### config.mk
export PLATFORM = sky130hd
export DESIGN_NAME = ex_hazard_ctrl
export DESIGN_NICKNAME = d
export VERILOG_FILES = /design/src/rtl/ex_hazard_ctrl.sv
export SDC_FILE = /design/constraint.sdc
export NUM_CORES = 1
export LEC_CHECK = 0
export CORE_MARGIN = 2
export CORE_UTILIZATION = 30
export CTS_CLUSTER_DIAMETER = 30
export DETAILED_ROUTE_END_ITERATION = 12
export HOLD_SLACK_MARGIN = 0.06
export PLACE_DENSITY_LB_ADDON = 0.15
export SETUP_SLACK_MARGIN = 0.05
export SYNTH_ARGS = -nofsm -noshare
export SYNTH_HDL_FRONTEND = slang
export SYNTH_SLANG_ARGS = --single-unit
### constraint.sdc
create_clock -name clk_i -period 1.6 [get_ports clk_i]
set_input_delay 0.16 -clock clk_i [delete_from_list [all_inputs] [get_ports clk_i]]
set_output_delay 0.16 -clock clk_i [all_outputs]
set_load 0.02 [all_outputs]
### src/rtl/ex_hazard_ctrl.sv
// ex_hazard_ctrl: EX forwarding, load-use stall, redirect flush and multi-cycle op sequencer.
// Optional HAZARD_PERF_EN adds stall/flush event counters.  Rev 1.0
`default_nettype none

module ex_hazard_ctrl #(
  parameter int MC_CYCLES = 4,
  parameter int CNT_W     = $clog2(MC_CYCLES)
) (
  input  logic       clk_i,
  input  logic       rst_ni,
  input  logic [4:0] Rs1D_i,
  input  logic [4:0] Rs2D_i,
  input  logic [4:0] Rs1E_i,
  input  logic [4:0] Rs2E_i,
  input  logic [4:0] RdE_i,
  input  logic [1:0] WriteSrcE_i,
  input  logic       MultiCycleE_i,
  input  logic [4:0] RdM_i,
  input  logic       RegWriteM_i,
  input  logic       PCSrcM_i,
  input  logic [4:0] RdW_i,
  input  logic       RegWriteW_i,
  output logic [1:0] ForwardAE_o,
  output logic [1:0] ForwardBE_o,
  output logic       StallF_o,
  output logic       StallD_o,
  output logic       StallE_o,
  output logic       FlushD_o,
  output logic       FlushE_o,
  output logic       FlushM_o,
  output logic       ExStart_o,
  output logic       ExBusy_o
`ifdef HAZARD_PERF_EN
  ,
  output logic [31:0] StallCnt_o,
  output logic [31:0] FlushCnt_o
`endif
);

  typedef enum logic [0:0] {
    RUN  = 1'b0,
    BUSY = 1'b1
  } state_t;

  state_t           state_q, state_d;
  logic [CNT_W-1:0] cnt_q, cnt_d;
  logic             lw_stall;

  function automatic logic [1:0] fwd_sel(input logic [4:0] rs);
    if (RegWriteM_i && (RdM_i != 5'd0) && (RdM_i == rs))
      return 2'b10;
    else if (RegWriteW_i && (RdW_i != 5'd0) && (RdW_i == rs))
      return 2'b01;
    else
      return 2'b00;
  endfunction

  assign lw_stall = (WriteSrcE_i == 2'b01) && (RdE_i != 5'd0) &&
                    ((RdE_i == Rs1D_i) || (RdE_i == Rs2D_i));

  always_comb begin
    ForwardAE_o = fwd_sel(Rs1E_i);
    ForwardBE_o = fwd_sel(Rs2E_i);
    StallF_o    = 1'b0;
    StallD_o    = 1'b0;
    StallE_o    = 1'b0;
    FlushD_o    = 1'b0;
    FlushE_o    = 1'b0;
    FlushM_o    = 1'b0;
    ExStart_o   = 1'b0;
    ExBusy_o    = 1'b0;
    state_d     = state_q;
    cnt_d       = cnt_q;

    if (!rst_ni) begin
      ForwardAE_o = 2'b00;
      ForwardBE_o = 2'b00;
      FlushD_o    = 1'b1;
      FlushE_o    = 1'b1;
      FlushM_o    = 1'b1;
      state_d     = RUN;
      cnt_d       = '0;
    end else if (PCSrcM_i) begin
      FlushD_o = 1'b1;
      FlushE_o = 1'b1;
      FlushM_o = 1'b1;
      state_d  = RUN;
      cnt_d    = '0;
    end else if (state_q == BUSY) begin
      // Load-use is masked here: F/D are already held until release.
      if (cnt_q != '0) begin
        StallF_o = 1'b1;
        StallD_o = 1'b1;
        StallE_o = 1'b1;
        FlushM_o = 1'b1;
        ExBusy_o = 1'b1;
        cnt_d    = cnt_q - 1'b1;
      end else begin
        state_d = RUN;
      end
    end else if (MultiCycleE_i) begin
      StallF_o  = 1'b1;
      StallD_o  = 1'b1;
      StallE_o  = 1'b1;
      FlushM_o  = 1'b1;
      ExStart_o = 1'b1;
      state_d   = BUSY;
      cnt_d     = CNT_W'(MC_CYCLES - 2);
    end else if (lw_stall) begin
      StallF_o = 1'b1;
      StallD_o = 1'b1;
      FlushE_o = 1'b1;
    end
  end

  always_ff @(posedge clk_i) begin
    if (!rst_ni) begin
      state_q <= RUN;
      cnt_q   <= '0;
    end else begin
      state_q <= state_d;
      cnt_q   <= cnt_d;
    end
  end

`ifdef HAZARD_PERF_EN
  logic [31:0] stall_cnt_q, stall_cnt_d;
  logic [31:0] flush_cnt_q, flush_cnt_d;

  always_comb begin
    stall_cnt_d = stall_cnt_q + {31'd0, StallF_o};
    flush_cnt_d = flush_cnt_q + {31'd0, PCSrcM_i};
  end

  always_ff @(posedge clk_i) begin
    if (!rst_ni) begin
      stall_cnt_q <= '0;
      flush_cnt_q <= '0;
    end else begin
      stall_cnt_q <= stall_cnt_d;
      flush_cnt_q <= flush_cnt_d;
    end
  end

  assign StallCnt_o = stall_cnt_q;
  assign FlushCnt_o = flush_cnt_q;
`endif

endmodule

`default_nettype wire
# After elaboration in Yosys (flattened, before gate mapping)
# Index checks and enable logic that the tools add are counted.
word_totals:
  word_cells: 61
  regBits: 3
  in_bits: 43
  out_inout_bits: 12
classes:
  muxes: 33
  n_bitwise: 1
  n_addsub: 1
  eq_ne: 8
  reduce_logical: 16
op_table:
  columns: ["operator", "n"]
  rows:
  - ["$eq A5 B5 Y1", 6]
  - ["$mux W1", 26]
  - ["$reduce_bool A5 Y1", 3]
  - ["$mux W2", 7]
  - ["$logic_and A1 B1 Y1", 8]
  - ["$reduce_bool A2 Y1", 2]
  - ["$eq A2 B1 Y1 const B", 1]
  - ["$ne A2 B1 Y1 const B", 1]
  - ["$reduce_and A2 Y1", 1]
  - ["$reduce_or A2 Y1", 1]
  - ["$sub A2 B1 Y2 const B", 1]
  - ["$logic_or A1 B1 Y1", 1]
  - ["$not A1 Y1", 1]

# Depth between registers and ports, before layout
logic_depth:
  depth_word: 8
  depth_mapped: 6
  ltp_nobuf: 6

# Least setup slack after synthesis
# OpenSTA, ideal clock, no wires.
synth_path:
  path_kind: "reg-to-output"
  from: "register cnt_q[0]"
  to: "output StallF_o"
  n_path_buf: 1
  arrival_time_ns: 1.684
  path_stages_with_launch: 7
  required_time_ns: 1.440
  slack_ns: -0.244
  path_cell_list: "dfxtp_1 inv_1 ha_1 nand2b_1 a21oi_1 o21bai_1 buf_4"
synth_between:
  elab_chain_len: 5
synth_lines:
  columns: ["element", "line_no", "source"]
  rows:
  - ["from (decl)", "46", "logic [CNT_W-1:0] cnt_q, cnt_d;"]
  - ["from (signal assigned)", "122", "cnt_q <= cnt_d;"]
  - ["$reduce_bool A2 Y1", "91", "if (cnt_q != '0) begin"]
  - ["$mux W1 (4 in a row)", null, null]
  - ["to (decl)", "25", "output logic StallF_o,"]
# Every way passes these cells.

# Final worst setup path
layout_path:
  from: "input RdM_i[3]"
  to: "output ForwardBE_o[0]"
layout_between:
  elab_chain_len: 5
  word_cells_on_any_way: 6
  classes_between: "eq/ne: 1; mux: 2; reduce/logical: 3"
layout_lines:
  columns: ["element", "line_no", "source"]
  rows:
  - ["from (decl)", "18", "input logic [4:0] RdM_i,"]
  - ["$reduce_bool A5 Y1", "50", "if (RegWriteM_i && (RdM_i != 5'd0) && (RdM_i == rs))"]
  - ["$logic_and A1 B1 Y1", "50", null]
  - ["$logic_and A1 B1 Y1 (*)", "50", null]
  - ["$mux W2 (*)", "50", null]
  - ["$mux W2 (*)", "75", "if (!rst_ni) begin"]
  - ["to (decl)", "24", "output logic [1:0] ForwardBE_o,"]
# Mark *: on every way between the ends. The rest lies on a longest branch, timed or not.

==> reports/qor.txt <==
result of the run: finished, violations left
failing checks: negative setup slack
placed wire-length estimate: 1920 µm
share of final-layout standard cells stronger than drive strength 1: 0.530
initial antenna violation count: 0
cells after synthesis: 78
slew at the pin closest to its max-slew limit: 0.311 ns
clock skew after layout: 0.00202 ns
hold bufs inserted after CTS: 0
multiplexer area fraction after synthesis: 0
max cap viols: 0
critical setup path kind: input pin to primary output
num rows: 16
cell type of the slowest stage on the worst timing path: sky130_fd_sc_hd__or4_4
post-synthesis compound-gate area fraction: 0.112
final worst-path setup slack: -0.0270 ns
number of nets with antenna violations after routing: 0
routed vias/inst: 4.83
wire length of the first global-routing pass: 4430 µm
input/output buffers: 54
Detailed Route WL: 3020 µm
first-pass detailed-route iteration total: 4
cell breakdown of the critical path: buf_6, or4_4, o21ai_4, nor4_4, nor4_2, buf_2
fraction of the mapped netlist area in simple logic gates: 0.304
total grt overflow: 0
Post-Syn Area: 606 µm²
root buffer cell: sky130_fd_sc_hd__clkbuf_4
endpoint arrival time on the critical path: 1.47 ns
Synth cell types: 27
hold crit path type: flop to flop
area share of xor/xnor cells in the synthesized design: 0.434
clock input transition at the sequential cells of the worst setup and hold paths: 0.04 ns
number of CTS-inserted buffers: 3
number of vias in the routed layout: 932
setup repair after global routing missed its margin: yes
drc violations: 0
Diodes inserted: 0
Final Cycle Share: 1.02
Wirelength per Cell: 15.6 µm
power per standard cell area: 357 nW/µm²
Die ar.: 2390 µm²
maximum number of pins on one net before global-route repair: 7
area inside the core boundary: 1940 µm²
weighted congestion reported at the end of routability-driven placement: 0.762
final core area utilization: 0.839
clk sinks: 3
clock latency at the later pin of the worst-skew pair: 0.24 ns
Sequential Power Share: 0.136
count of placed standard cells in the final layout, fillers left out: 193
Comb pwr share: 0.627
fraction of the mapped netlist area in adder cells: 0.0207
net count after synthesis: 122
Crit Path Max Fanout: 2
post-place setup slack: -0.835 ns
max incr delay on CP: 0.53 ns
GR Util All Layers: 0.234
Starting Density: 0.312
sequential area share after synthesis: 0.0992
final count of pins violating max slew: 0
critical path capture point type: primary output
dominant combinational cell family by area after synthesis: XOR/XNOR gates
number of placed instances, taps included: 186
net switching power figure: 0.215 mW
number of failing setup endpoints in the final timing report: 2
via count of the first global-routing pass: 1,015
I/O pin cnt: 55
worst relative slew slack: 0.793
Iter 0 DRT Violations: 8
Power Internal: 0.367 mW
number of levels the H-tree was split into: 1
Data required, critical path: 1.44 ns
CP startpoint kind: input pin
clock power share: 0.237
post-route minimum period: 1.63 ns
post-synthesis register bit count: 3
f_max: 615 MHz
die span in y: 48.9 µm
Final Net Count: 211
clock tree from TritonCTS: yes
number of hold violations in the final report: 0
Leakage: 0.774 nW
post-synthesis area per instance: 7.76 µm²
post-synthesis to final-layout area growth: 169%
Yosys warning count: 0
highest ir drop seen on vdd: 0.000652 V
Clock Tree Buf Depth: 2
switching part of the total power: 0.369
Die X-Extent: 48.9 µm
## sequential cells by signal, summed over array words and instances (netlist names)
name     flops
cnt_q        2
state_q      1
## critical path: cells and delay by family
family                 cells  cell delay, ns
AND/OR/NAND/NOR            3            0.83
buffers and inverters      2            0.30
AO/OA/AOI/OAI              1            0.17
## cell families after synthesis
logic type | after synthesis
AND/OR/NAND/NOR | 31
XOR/XNOR | 30
AO/OA/AOI/OAI | 9
buffers and inverters | 4
flip-flops | 3
adder cells (fa/ha/maj) | 1
## area by class of cell
type | count | area (µm²)
sequential | 3 | 62.6
multi-input combinational | 71 | 749
clock buffer | 4 | 26.3
timing repair buffer | 85 | 746
tap | 27 | 33.8
fill | 118 | 313
inverter | 3 | 11.3
## layout by cell type (no fill, tap or decap), types with 2 or more instances in the layout
cell                               n
sky130_fd_sc_hd__dfxtp_2           2
sky130_fd_sc_hd__nor4_4            2
sky130_fd_sc_hd__or4_4             4
sky130_fd_sc_hd__buf_6             9
sky130_fd_sc_hd__xor2_2            5
sky130_fd_sc_hd__dlygate4sd2_1     9
sky130_fd_sc_hd__nor2_1            6
sky130_fd_sc_hd__clkdlybuf4s50_1   4
sky130_fd_sc_hd__inv_1             2
sky130_fd_sc_hd__xor2_1           19
sky130_fd_sc_hd__xnor2_1           6
sky130_fd_sc_hd__buf_2             6
sky130_fd_sc_hd__nor4_2            2
sky130_fd_sc_hd__clkbuf_4          3
sky130_fd_sc_hd__nand2b_4          2
sky130_fd_sc_hd__nor3_2            4
sky130_fd_sc_hd__clkbuf_2          5
sky130_fd_sc_hd__nand3_1           2
sky130_fd_sc_hd__and2_1            2
sky130_fd_sc_hd__dlymetal6s2s_1   11
sky130_fd_sc_hd__clkdlybuf4s15_1  10
sky130_fd_sc_hd__o2111ai_4         2
sky130_fd_sc_hd__buf_4            31
## power groups by stage
stage / Sequential [mW] / Clock (mW) / Combinational [mW]
after global placement: 0.0797 / 0 / 0.309
after detailed placement: 0.0798 / 0 / 0.313
after floorplan: 0.0798 / 0 / 0.104
after CTS: 0.0789 / 0.141 / 0.344
after global routing: 0.0790 / 0.148 / 0.385
final: 0.0789 / 0.138 / 0.365
## layer usage
layer / vias to the layer above / wire length, µm / global-route usage
met4: 0 / 77 / 0.0667
met1: 423 / 1120 / 0.247
met3: 6 / 222 / 0.0521
met5: - / 0 / 0
li1: 448 / - / -
met2: 55 / 1600 / 0.457
## what timing repair did
action                                  in CTS  in global routing
resized for setup                          134                 37
buffers inserted                             2                  1
endpoints found under the setup margin      12                 11
pin swaps                                   23                 28
## path summary, 6_finish.rpt
kind | from | end | slack [ns] | cells past startpoint
max | RdM_i[3] | ForwardBE_o[0] | -0.03 | 6
min reg2reg | cnt_q[1]$_SDFFE_PP0P_ | cnt_q[1]$_SDFFE_PP0P_ | 0.57 | 3
min | cnt_q[1]$_SDFFE_PP0P_ | cnt_q[1]$_SDFFE_PP0P_ | 0.57 | 3
max reg2reg | cnt_q[0]$_SDFFE_PP0P_ | cnt_q[0]$_SDFFE_PP0P_ | 0.27 | 7
## Yosys cell counts, drive strengths merged
cell type | number | area [µm²]
xor2 | 24 | 210
nor2 | 7 | 26.3
xnor2 | 6 | 52.6
nor3 | 4 | 20.0
nor4 | 4 | 31.3
or4 | 4 | 33.8
and2 | 3 | 20.0
dfxtp | 3 | 60.1
inv | 3 | 11.3
nand2b | 3 | 18.8
a21oi | 2 | 10.0
nand3 | 2 | 10.0
o2111ai | 2 | 17.5
a221oi | 1 | 8.76
a22oi | 1 | 7.51
and2b | 1 | 7.51
buf | 1 | 7.51
ha | 1 | 12.5
nand2 | 1 | 3.75
nor2b | 1 | 6.26
o21ai | 1 | 8.76
o21bai | 1 | 7.51
o31ai | 1 | 7.51
or3 | 1 | 6.26
## through the flow
step / area, µm² / hold WS [ns] / setup TNS [ns] / power [mW]
floorplan: 627 / 0.454 / -0.0338 / 0.184
global placement: 1400 / 0.545 / -6.11 / 0.389
detailed placement: 1400 / 0.557 / -6.35 / 0.393
CTS: 1570 / 0.563 / -0.208 / 0.563
global route: 1630 / 0.601 / -0.216 / 0.611
finish: 1630 / 0.571 / -0.0437 / 0.582
Power figures use the tool's default switching activity.
